**config.mk**
```make
export PLATFORM = sky130hd
export DESIGN_NAME = ram_loader
export DESIGN_NICKNAME = d
export VERILOG_FILES = /design/src/rtl/ram_loader_pkg.sv /design/src/rtl/ram_loader_timeout.sv /design/src/rtl/ram_loader.sv
export SDC_FILE = /design/constraint.sdc
export NUM_CORES = 1
export LEC_CHECK = 0
export ABC_CLOCK_PERIOD_IN_PS = 5600
export CORE_MARGIN = 3
export CORE_UTILIZATION = 63
export CTS_BUF_LIST = sky130_fd_sc_hd__clkbuf_16
export DETAILED_ROUTE_END_ITERATION = 8
export GPL_TIMING_DRIVEN = 0
export PLACE_DENSITY = 0.86
export SLEW_MARGIN = 20
export SYNTH_ARGS = -nofsm -noshare
export SYNTH_HDL_FRONTEND = slang
export SYNTH_HIERARCHICAL = 1
export SYNTH_SLANG_ARGS = --single-unit
```
**constraint.sdc**
```tcl
create_clock -name clk -period 5.6 [get_ports clk]
set_clock_uncertainty 0.1 [all_clocks]
set_input_delay 1.12 -clock clk [delete_from_list [all_inputs] [get_ports clk]]
set_output_delay 1.12 -clock clk [all_outputs]
set_load 0.1 [all_outputs]
```
**src/rtl/ram_loader_pkg.sv**
```systemverilog
// ram_loader_pkg
//   Shared definitions for the serial RAM program loader: parser state
//   encodings and the default frame start marker.
package ram_loader_pkg;

  // Parser states. The numeric encoding is also what appears on the
  // loader's dbg_state output.
  typedef enum logic [2:0] {
    ST_IDLE   = 3'd0,
    ST_ADDR_H = 3'd1,
    ST_ADDR_L = 3'd2,
    ST_LEN_H  = 3'd3,
    ST_LEN_L  = 3'd4,
    ST_DATA   = 3'd5,
    ST_CHK    = 3'd6
  } state_e;

  localparam logic [7:0] DEFAULT_SYNC_BYTE = 8'hA5;

endpackage

```
**src/rtl/ram_loader_timeout.sv**
```systemverilog
// ram_loader_timeout
//   Inter-byte watchdog for the loader. Counts clocks while enabled and
//   raises a one-cycle 'expired' pulse on the TIMEOUT_CYCLES-th clock with
//   no kick. A kick (or dropping en) restarts the count from zero.
//
// Ports:
//   clk     in   clock
//   rst     in   synchronous active-high reset
//   kick    in   restart the count (a byte arrived)
//   en      in   count only while a frame is active
//   expired out  combinational pulse; the parent registers its effect
module ram_loader_timeout #(
  parameter int TIMEOUT_CYCLES = 1000000
) (
  input  logic clk,
  input  logic rst,
  input  logic kick,
  input  logic en,
  output logic expired
);

  // The counter only ever needs to hold TIMEOUT_CYCLES-1.
  localparam int CW = (TIMEOUT_CYCLES > 1) ? $clog2(TIMEOUT_CYCLES) : 1;
  localparam logic [CW-1:0] LAST = CW'(TIMEOUT_CYCLES - 1);
  localparam logic [CW-1:0] ONE  = CW'(1);

  logic [CW-1:0] cnt_q, cnt_d;

  // Expiry fires on the clock where the count is already at LAST and no
  // byte arrives, so the parent sees its effect exactly TIMEOUT_CYCLES
  // clocks after the most recent byte.
  assign expired = en && !kick && (cnt_q == LAST);

  always_comb begin
    cnt_d = cnt_q;
    if (!en || kick) begin
      cnt_d = '0;
    end else if (cnt_q != LAST) begin
      cnt_d = cnt_q + ONE;
    end
  end

  always_ff @(posedge clk) begin
    if (rst) begin
      cnt_q <= '0;
    end else begin
      cnt_q <= cnt_d;
    end
  end

endmodule

```
**src/rtl/ram_loader.sv**
```systemverilog
// ram_loader
//   Serial program loader in front of the 8-bit single-port RAM. Parses
//   frames of the form SYNC, ADDR_H, ADDR_L, LEN_H, LEN_L, LEN data bytes,
//   CHK (XOR of ADDR_H..last data byte) and writes the payload to RAM.
//
// Handshake: rx_valid is a one-cycle strobe qualifying rx_data; there is no
//   backpressure, so every strobe is consumed on the clock it is seen,
//   including strobes on consecutive clocks.
//
// Ports:
//   clk, rst          clock, synchronous active-high reset
//   rx_data/rx_valid  byte stream from the UART receiver
//   ram_we/addr/di    RAM write port (registered, one cycle per data byte)
//   cpu_hold, busy    high while a frame is active (state != IDLE)
//   done              one-cycle pulse after a frame with a good checksum
//   error             sticky: bad checksum or inter-byte timeout; cleared
//                     by reset or by the next accepted SYNC
//   dbg_state         current parser state, for observation only
module ram_loader
  import ram_loader_pkg::*;
#(
  parameter int         ADDR_BITS      = 16,
  parameter logic [7:0] SYNC_BYTE      = DEFAULT_SYNC_BYTE,
  parameter int         TIMEOUT_CYCLES = 1000000
) (
  input  logic                 clk,
  input  logic                 rst,
  input  logic [7:0]           rx_data,
  input  logic                 rx_valid,
  output logic                 ram_we,
  output logic [ADDR_BITS-1:0] ram_addr,
  output logic [7:0]           ram_di,
  output logic                 cpu_hold,
  output logic                 busy,
  output logic                 done,
  output logic                 error,
  output logic [2:0]           dbg_state
);

  localparam logic [ADDR_BITS-1:0] ADDR_ONE = {{(ADDR_BITS-1){1'b0}}, 1'b1};

  state_e state_q, state_d;

  logic [7:0]           addr_hi_q, addr_hi_d;
  logic [7:0]           len_hi_q, len_hi_d;
  logic [15:0]          cnt_q, cnt_d;       // data bytes still to come
  logic [ADDR_BITS-1:0] cur_addr_q, cur_addr_d;
  logic [7:0]           xor_q, xor_d;

  logic                 we_q, we_d;
  logic [ADDR_BITS-1:0] waddr_q, waddr_d;
  logic [7:0]           wdi_q, wdi_d;
  logic                 hold_q, hold_d;
  logic                 done_q, done_d;
  logic                 error_q, error_d;

  logic                 tmo_expired;
  logic [15:0]          len_w;

  ram_loader_timeout #(
    .TIMEOUT_CYCLES(TIMEOUT_CYCLES)
  ) u_timeout (
    .clk     (clk),
    .rst     (rst),
    .kick    (rx_valid),
    .en      (state_q != ST_IDLE),
    .expired (tmo_expired)
  );

  assign len_w = {len_hi_q, rx_data};

  always_comb begin
    state_d    = state_q;
    addr_hi_d  = addr_hi_q;
    len_hi_d   = len_hi_q;
    cnt_d      = cnt_q;
    cur_addr_d = cur_addr_q;
    xor_d      = xor_q;
    we_d       = 1'b0;
    waddr_d    = waddr_q;   // address/data hold their last write value
    wdi_d      = wdi_q;
    done_d     = 1'b0;
    error_d    = error_q;

    if (tmo_expired) begin
      // Abandon the frame; whatever was already written stays in RAM.
      state_d = ST_IDLE;
      error_d = 1'b1;
    end else if (rx_valid) begin
      case (state_q)
        ST_IDLE: begin
          if (rx_data == SYNC_BYTE) begin
            state_d = ST_ADDR_H;
            error_d = 1'b0;
            xor_d   = 8'h00;
          end
        end
        ST_ADDR_H: begin
          addr_hi_d = rx_data;
          xor_d     = xor_q ^ rx_data;
          state_d   = ST_ADDR_L;
        end
        ST_ADDR_L: begin
          cur_addr_d = ADDR_BITS'({addr_hi_q, rx_data});
          xor_d      = xor_q ^ rx_data;
          state_d    = ST_LEN_H;
        end
        ST_LEN_H: begin
          len_hi_d = rx_data;
          xor_d    = xor_q ^ rx_data;
          state_d  = ST_LEN_L;
        end
        ST_LEN_L: begin
          cnt_d   = len_w;
          xor_d   = xor_q ^ rx_data;
          state_d = (len_w == 16'd0) ? ST_CHK : ST_DATA;
        end
        ST_DATA: begin
          // A byte equal to SYNC_BYTE lands here as plain payload.
          we_d       = 1'b1;
          waddr_d    = cur_addr_q;
          wdi_d      = rx_data;
          cur_addr_d = cur_addr_q + ADDR_ONE;   // wraps modulo 2^ADDR_BITS
          cnt_d      = cnt_q - 16'd1;
          xor_d      = xor_q ^ rx_data;
          if (cnt_q == 16'd1) begin
            state_d = ST_CHK;
          end
        end
        ST_CHK: begin
          state_d = ST_IDLE;
          if (rx_data == xor_q) begin
            done_d = 1'b1;
          end else begin
            error_d = 1'b1;
          end
        end
        default: state_d = ST_IDLE;
      endcase
    end

    // Registered from the next state so hold drops in the same cycle that
    // done/error rise.
    hold_d = (state_d != ST_IDLE);
  end

  always_ff @(posedge clk) begin
    if (rst) begin
      state_q    <= ST_IDLE;
      addr_hi_q  <= 8'h00;
      len_hi_q   <= 8'h00;
      cnt_q      <= 16'h0000;
      cur_addr_q <= '0;
      xor_q      <= 8'h00;
      we_q       <= 1'b0;
      waddr_q    <= '0;
      wdi_q      <= 8'h00;
      hold_q     <= 1'b0;
      done_q     <= 1'b0;
      error_q    <= 1'b0;
    end else begin
      state_q    <= state_d;
      addr_hi_q  <= addr_hi_d;
      len_hi_q   <= len_hi_d;
      cnt_q      <= cnt_d;
      cur_addr_q <= cur_addr_d;
      xor_q      <= xor_d;
      we_q       <= we_d;
      waddr_q    <= waddr_d;
      wdi_q      <= wdi_d;
      hold_q     <= hold_d;
      done_q     <= done_d;
      error_q    <= error_d;
    end
  end

  assign ram_we    = we_q;
  assign ram_addr  = waddr_q;
  assign ram_di    = wdi_q;
  assign cpu_hold  = hold_q;
  assign busy      = hold_q;
  assign done      = done_q;
  assign error     = error_q;
  assign dbg_state = state_q;

endmodule

```
* Yosys cells after proc, flatten, opt, wreduce, memory -nomap -nowiden
Index checks and enable logic that the tools add are counted.
** Cells by class
- Eq/ne operators :: 14
- Reductions and logical operators :: 25
- $add $sub $neg :: 3
- Multiplexer cells :: 17
- Bitwise logic cells :: 4
** Operator list (number)
- one-hot mux 16 bit (2 select lines) :: 2
- adder 20 x 1 -> 20 bit, second input constant :: 1
- == test 20 bit, second input constant :: 1
- != test 20 bit, second input constant :: 1
- one-hot mux 3 bit (6 select lines) :: 1
- adder 16 x 1 -> 16 bit, second input constant :: 1
- == test 16 x 1 -> 1 bit, second input constant :: 1
- logical NOT 16 bit :: 1
- one-hot mux 8 bit (2 select lines) :: 1
- subtractor 16 x 1 -> 16 bit, second input constant :: 1
- AND reduction 3 bit :: 5
- 2-to-1 mux 3 bit :: 4
- == test 3 bit, second input constant :: 3
- nonzero test 3 bit :: 3
- == test 8 bit :: 1
- == test 8 bit, second input constant :: 1
- 2-to-1 mux 8 bit :: 1
- AND reduction 4 bit :: 2
- nonzero test 2 bit :: 4
- bitwise XOR 8 bit :: 1
- == test 3 x 2 -> 1 bit, second input constant :: 2
- 2-to-1 mux 1 bit :: 6
- != test 3 bit, second input constant :: 2
- OR reduction 5 bit :: 1
- 12 further kinds :: 16
** Storage, ports and cells
- Bits of input ports :: 11
- Output and inout bits :: 32
- Register bits :: 107
- Word-level logic and storage cells :: 76

* Logic depth before layout (Yosys ltp)
Gate-level depths: netlist of run 1.
- Word-level depth :: 6
- Depth in mapped cells :: 13

* Cells and area by module
Netlist of run 1, hierarchy kept.
** Modules (own cells, without submodules)
- ram_loader :: times used 1, area each 4264.1 um^2, cells each 553
- ram_loader_timeout :: times used 1, area each 967.2 um^2, cells each 110

* Least setup slack after synthesis of run 1
Ideal clock, no wire load.
- Path type :: register to register
- Start :: reg u_timeout.cnt_q[0]
- End :: reg cnt_q[0] (netlist name)
- Library setup time :: 128 ps
- Arrival :: 2819 ps
- Data required time :: 5372 ps
- Clock period less this slack :: 3046 ps
- Cell stages (with the launch flop) :: 14
- Slack :: 2554 ps
- Path through :: dfxtp_1 > ha_1 > and3_1 > nand3_1 > or4_1 > buf_6 > nor3b_2 > nor2b_1 > buf_4 > nand2_1 > clkbuf_1 > nor2_1 > a211oi_1 > nor2_1
** RTL lines
- start, declared :: RTL line ram_loader_timeout.sv:27 : logic [CW-1:0] cnt_q, cnt_d;
- start signal, assigned :: RTL line ram_loader_timeout.sv:47 : cnt_q <= cnt_d;

==> results.py, run 1 <==
metrics = {
    "place": {
        "placed_area_um2": 5699,
        "port_buffers": 34,
        "place.gp.congestion": 0.9240,
        "hpwlAfterDp_mm": 10.15,
        "dp_cells": 799,
    },
    "timing": {
        "max_freq_ghz": 0.2573,
        "final_hold_viol_count": 0,
        "fin_tns_setup_ps": 0,
        "rsz0062_at_grt": "false",
        "setup_viol": 0,
        "relSlewSlack_pct": 33.52,
        "period_needed_ps": 3886,
        "min_period_over_period_pct": 69.39,
        "drv_slew": 0,
        "tightest_slew_ps": 994.1,
    },
    "synthesis": {
        "syn_area_um2": 5231,
        "synth_seq_cells": 107,
        "synth-main-ff-cell": "dfxtp_1",
        "synth_common_cells": "dfxtp_1, nand2_1, a21oi_1",
        "ys_warn_count": 6,
        "synth_seq_area_share_pct": 40.95,
        "synth_top_area_share_pct": 40.95,
        "yosysTopAreaCell": "dfxtp_1",
        "netlist_instances": 663,
        "synth.avg_cell_area_um2": 7.890,
        "ys_async_sr_fraction_pct": 0,
        "synth_edf_count": 0,
        "synth_nets": 678,
        "synth_area_leaders": "dfxtp_1, a21oi_1, nand2_1",
        "synth.distinct_cells": 60,
        "synth.most_common_cell": "dfxtp_1",
    },
    "power_and_ir_drop": {
        "p_clk_share_pct": 44.7,
        "p_per_area_nw_per_um2": 242.1,
        "p_total_uw": 1455,
        "ir_drop_mv": 0.1822,
        "comb_power_share_pct": 3.1,
        "seqPwrFrac_pct": 52.3,
        "internal_power_uw": 1125,
        "leakage_uw": 0.002049,
        "p_sw_uw": 330.0,
        "switching_share_pct": 22.69,
    },
    "cts": {
        "cts_root_buf": "clkbuf_16",
        "cts-buffers-inserted": 9,
        "post-cts-setup-buffers": 0,
        "ctsHtreeMaxLevel": 3,
        "clkSinkCount": 107,
        "clockBufferDepth": 2,
        "ctsHoldBuffers": 0,
        "clkLatencyLatePin_ps": 350,
        "cts_resized": 0,
        "clk_pin_slew_worst_paths_ps": 80,
        "cts_tree": "built",
    },
    "global_routing": {
        "grt_pass1_vias": 4954,
        "grt_usage_pct": 30.80,
        "grt_max_degree": 20,
        "grt.overflow.total": 0,
        "grt_pass1_wl_mm": 23.94,
        "antenna_found_initial": 0,
    },
    "worst_setup_path": {
        "endpoint_kind": "flop",
        "critPathKind": "flop to flop",
        "crit_family": "simple AND/OR/NAND/NOR gates",
        "critical_path_required_ps": 5720,
        "reg2reg_depth": 13,
        "path_cells": "ha_1, and3_1, nand3_1, or4_1, buf_6, nor3b_2, nor2b_1, buf_4, nand2_1, clkbuf_1, nor2_1, a211oi_1, nor2_1",
        "cp_slowest_cell": "or4_1",
        "crit_path_max_incr_delay_ps": 590,
        "worst-path-stages": 13,
        "startpoint_type": "flop",
        "arrival_ps": 4000,
        "critPathMaxFanout": 10,
        "cp_num_buf_inv": 3,
        "crit_top_cell": "nor2_1",
    },
    "final_layout": {
        "nFillCells": 585,
        "multi_input_area_um2": 2856,
        "fin_area_um2": 6008,
        "num_antenna_cells": 0,
        "area_growth_pct": 14.85,
        "regArea_um2": 2142,
        "drive_gt1_share_pct": 6.171,
        "final_cells": 815,
        "design.final.nets": 723,
    },
    "min_path": {
        "hp-class": "flop to flop",
        "holdPathStages": 2,
    },
    "detailed_routing": {
        "final_antenna_net_count": 0,
        "avgViaCountPerCell": 6.485,
        "drcViolationCount": 0,
        "wl_per_cell_um": 17.84,
        "vias": 5285,
        "wirelength_mm": 14.54,
        "drt-pass1-iter-count": 5,
        "drt-initial-drc-count": 457,
    },
    "job": {
        "drv_cap": 0,
    },
    "floorplanning": {
        "io_pins": 43,
        "rows": 32,
        "fp.dieH_um": 97.13,
        "coreArea_um2": 7888,
        "dieArea_um2": 9433,
        "die_w_um": 97.13,
        "start_util_pct": 66.32,
    },
    "status": {
        "status": "completed",
    },
}
power groups by stage:
stage	logic [uW]	clock network, uW	registers, uW
6_report	44.6	650	760
3_5_place_dp	42.9	0	778
5_1_grt	47.2	688	760
3_3_place_gp	42.2	0	778
4_1_cts	43.0	659	760
2_1_floorplan	26.5	0	779
sequential cells by signal, summed over array words and instances (netlist names), 3 cells and up:
register and count:
addr_hi_q 8, cnt_q 16, cur_addr_q 16, dbg_state 3, len_hi_q 8, ram_addr 16
ram_di 8, u_timeout/cnt_q 20, xor_q 8
routing by layer:
metal  GRT usage [%]  part of all wire, %
met2           48.35                   46
met3           9.691                  9.7
met1           39.30                   41
met5               0                    0
met4           12.63                  3.6
layout by cell type, fill, tap and decap left out, types with 3 or more instances in the layout:
| cell type | Yosys | layout |
|---|---|---|
| xnor2_1 | 15 | 15 |
| clkbuf_1 | 35 | 35 |
| dfxtp_1 | 107 | 107 |
| and3_1 | 13 | 13 |
| a21oi_1 | 79 | 79 |
| clkbuf_16 | 0 | 9 |
| nor3_1 | 10 | 10 |
| inv_1 | 8 | 8 |
| clkinv_4 | 0 | 3 |
| buf_2 | 9 | 9 |
| o31ai_1 | 4 | 4 |
| or3_1 | 7 | 7 |
| o21ai_0 | 37 | 37 |
| nor4_1 | 8 | 8 |
| a22oi_1 | 3 | 3 |
| o22ai_1 | 3 | 3 |
| clkdlybuf4s50_1 | 0 | 34 |
| nand2b_1 | 5 | 5 |
| and3_2 | 3 | 3 |
| a31oi_1 | 14 | 14 |
| nor2_1 | 64 | 64 |
| a211oi_1 | 6 | 6 |
| ha_1 | 4 | 4 |
| o21a_1 | 7 | 7 |
| and4_1 | 4 | 4 |
| nand3_1 | 25 | 25 |
| or4_1 | 10 | 10 |
| nand2_1 | 94 | 94 |
| mux2i_1 | 15 | 15 |
| nand4_1 | 15 | 15 |
| nand3b_1 | 12 | 12 |
| o211ai_1 | 3 | 3 |
cell families after synthesis:
logic type | share of synthesized area [%]
compound gates | 19.30
xor+xnor | 2.679
fa+ha+maj | 0.9567
buf+inv | 4.449
flops | 40.95
mux | 2.870
simple gates | 28.80
path summary, 6_finish.rpt:
path | start | slack, ps | end
min | addr_hi_q[0] | 360 | addr_hi_q[0]
max | u_timeout/cnt_q[0] | 1710 | cnt_q[0]
max reg2reg | u_timeout/cnt_q[0] | 1710 | cnt_q[0]
min reg2reg | addr_hi_q[0] | 360 | addr_hi_q[0]
per-stage QoR:
stage / hold slack, ps / utilization (%) / setup WS [ps]
4_1_cts: 357.6 / 76.17 / 1851
3_3_place_gp: 343.7 / 72.26 / 1915
6_report: 355.1 / 76.17 / 1714
3_5_place_dp: 346.7 / 72.26 / 1876
2_1_floorplan: 333.2 / - / 2554
5_1_grt: 377.1 / 76.17 / 1490
worst reg2reg max path: stages, from the launching register on:
cell and delay, ps:
dfxtp_1 420, ha_1 240, and3_1 210, nand3_1 150
or4_1 590, buf_6 170, nor3b_2 440, nor2b_1 100
buf_4 190, nand2_1 300, clkbuf_1 470, nor2_1 80
a211oi_1 220, nor2_1 70
cell type report:
class	count	share of cell area [%]
repair buffers	34	5.664
inverters	8	0.4998
clock inverters	7	1.395
multi-input cells	501	47.54
flip-flops and latches	107	35.65
well taps	102	2.124
plain buffers	47	3.374
clock buffers	9	3.748
Power figures use the tool's default switching activity.
==> inputs of run 2 (changes only) <==
Settings changed: ABC_CLOCK_PERIOD_IN_PS 5600 to 3750, CORE_UTILIZATION 63 to 58, PLACE_DENSITY 0.86 to 0.8.
Clock period 5.6 ns to 3.75 ns, I/O delays scaled along.
==> results.py, run 2 (synthesis results as in run 1) <==
metrics = {
    "timing": {
        "drv_slew": 0,
        "fin_tns_setup_ps": 0,
        "tightest_slew_ps": 1005,
        "min_period_over_period_pct": 93.20,
        "final_hold_viol_count": 0,
        "period_needed_ps": 3495,
        "rsz0062_at_grt": "false",
        "max_freq_ghz": 0.2861,
        "relSlewSlack_pct": 32.76,
        "setup_viol": 0,
    },
    "power_and_ir_drop": {
        "p_total_uw": 2140,
        "p_per_area_nw_per_um2": 356.3,
        "ir_drop_mv": 0.1917,
        "leakage_uw": 0.002054,
    },
    "global_routing": {
        "use_met1_pct": 38.82,
        "use_met3_pct": 5.329,
        "grt_max_degree": 21,
        "globalRoute.busiestLayer": "met2",
        "grt_usage_pct": 28.77,
        "antenna_found_initial": 0,
        "grt.overflow.total": 0,
        "grt_pass1_vias": 4915,
        "met2_usage_pct": 45.52,
        "grt_pass1_wl_mm": 23.79,
    },
    "cts": {
        "cts-buffers-inserted": 9,
        "clk_pin_slew_worst_paths_ps": 70,
        "clkSinkCount": 107,
        "cts_resized": 0,
        "clkLatencyLatePin_ps": 350,
        "clockBufferDepth": 2,
        "cts_root_buf": "clkbuf_16",
        "post-cts-setup-buffers": 0,
        "ctsHtreeMaxLevel": 3,
        "ctsHoldBuffers": 0,
        "cts_tree": "built",
    },
    "detailed_routing": {
        "wirelength_mm": 14.40,
        "avgViaCountPerCell": 6.393,
        "drt-initial-drc-count": 489,
        "final_antenna_net_count": 0,
        "drcViolationCount": 0,
        "drt-pass1-iter-count": 7,
        "wl_per_cell_um": 17.54,
        "vias": 5249,
    },
    "floorplanning": {
        "rows": 34,
        "die_w_um": 101.0,
        "io_pins": 43,
        "start_util_pct": 59.99,
        "fp.dieH_um": 101.0,
        "coreArea_um2": 8721,
        "dieArea_um2": 10190,
    },
    "worst_setup_path": {
        "startpoint_type": "flop",
        "critical_path_required_ps": 3870,
        "path_cells": "ha_1, and3_1, nand3_1, or4_1, buf_6, nor3b_4, nor2b_1, buf_4, nand2_1, buf_2, nor2_1, a211oi_1, nor2_1",
        "crit_family": "simple AND/OR/NAND/NOR gates",
        "cp_num_buf_inv": 3,
        "critPathMaxFanout": 10,
        "crit_path_max_incr_delay_ps": 580,
        "endpoint_kind": "flop",
        "cp_slowest_cell": "or4_1",
        "critPathKind": "flop to flop",
        "crit_top_cell": "nor2_1",
        "arrival_ps": 3610,
    },
    "place": {
        "dp_cells": 805,
        "hpwlAfterDp_mm": 10.02,
        "place.gp.congestion": 0.8961,
        "port_buffers": 34,
    },
    "final_layout": {
        "largest_reg_flops": 20,
        "area_growth_pct": 14.81,
        "regArea_um2": 2142,
        "multi_input_area_um2": 2863,
        "drive_gt1_share_pct": 6.311,
        "layout_commonest_cell": "dfxtp_1",
        "final_cells": 821,
        "final_cell_mix": "dfxtp_1, nand2_1, a21oi_1",
        "design.final.nets": 723,
        "num_antenna_cells": 0,
        "regMostFlops": "u_timeout/cnt_q",
        "nFillCells": 703,
    },
    "job": {
        "drv_cap": 0,
    },
    "status": {
        "status": "completed",
    },
    "min_path": {
        "hp-class": "flop to flop",
    },
}
[run 2: cell type report]
class / instances / share of cell area (%)
multi-input combinational: 501 / 47.67
sequential: 107 / 35.67
timing repair buffer: 34 / 5.667
clock buffer: 9 / 3.750
buffer: 47 / 3.396
tap: 108 / 2.250
clock inverter: 7 / 1.104
inverter: 8 / 0.5000
[run 2: report_power, final]
part           switching [uW]  leakage, uW  total [uW]  internal (uW)
Sequential              0.241     0.000861        1140           1140
Clock                     470     0.000142         938            468
Combinational            51.3      0.00105        67.0           15.6
Total                     521      0.00205        2140           1620
[run 2: per-stage QoR]
stage / instance area [um2] / utilization [%] / setup WS, ps / hold WS [ps]
6_report: 6006 / 68.87 / 255.0 / 358.7
5_1_grt: 6006 / 68.87 / 61.74 / 373.5
3_5_place_dp: 5707 / 65.44 / 53.18 / 348.4
2_1_floorplan: 5231 / - / 703.9 / 333.2
4_1_cts: 5998 / 68.78 / 41.99 / 360.8
3_3_place_gp: 5707 / 65.44 / 109.1 / 344.3
[run 2: routing by layer]
layer	vias up	part of all wire [%]
met5	-	0
met4	0	3.0
met3	41	8.2
met2	262	47
met1	2469	42
li1	2477	-
[run 2: path summary, 6_finish.rpt]
path	end	cells after the start	slack, ps	from
worst max-delay path	cnt_q[0]	13	260	u_timeout/cnt_q[0]
worst min-delay path	ram_addr[1]	2	360	ram_addr[1]
worst max register to register	cnt_q[0]	13	260	u_timeout/cnt_q[0]
worst min register to register	ram_addr[1]	2	360	ram_addr[1]
[run 2: worst min-delay path, stage by stage (launching register included)]
cell and delay, ps:
dfxtp_1 310, nand2_1 50, a21oi_1 50
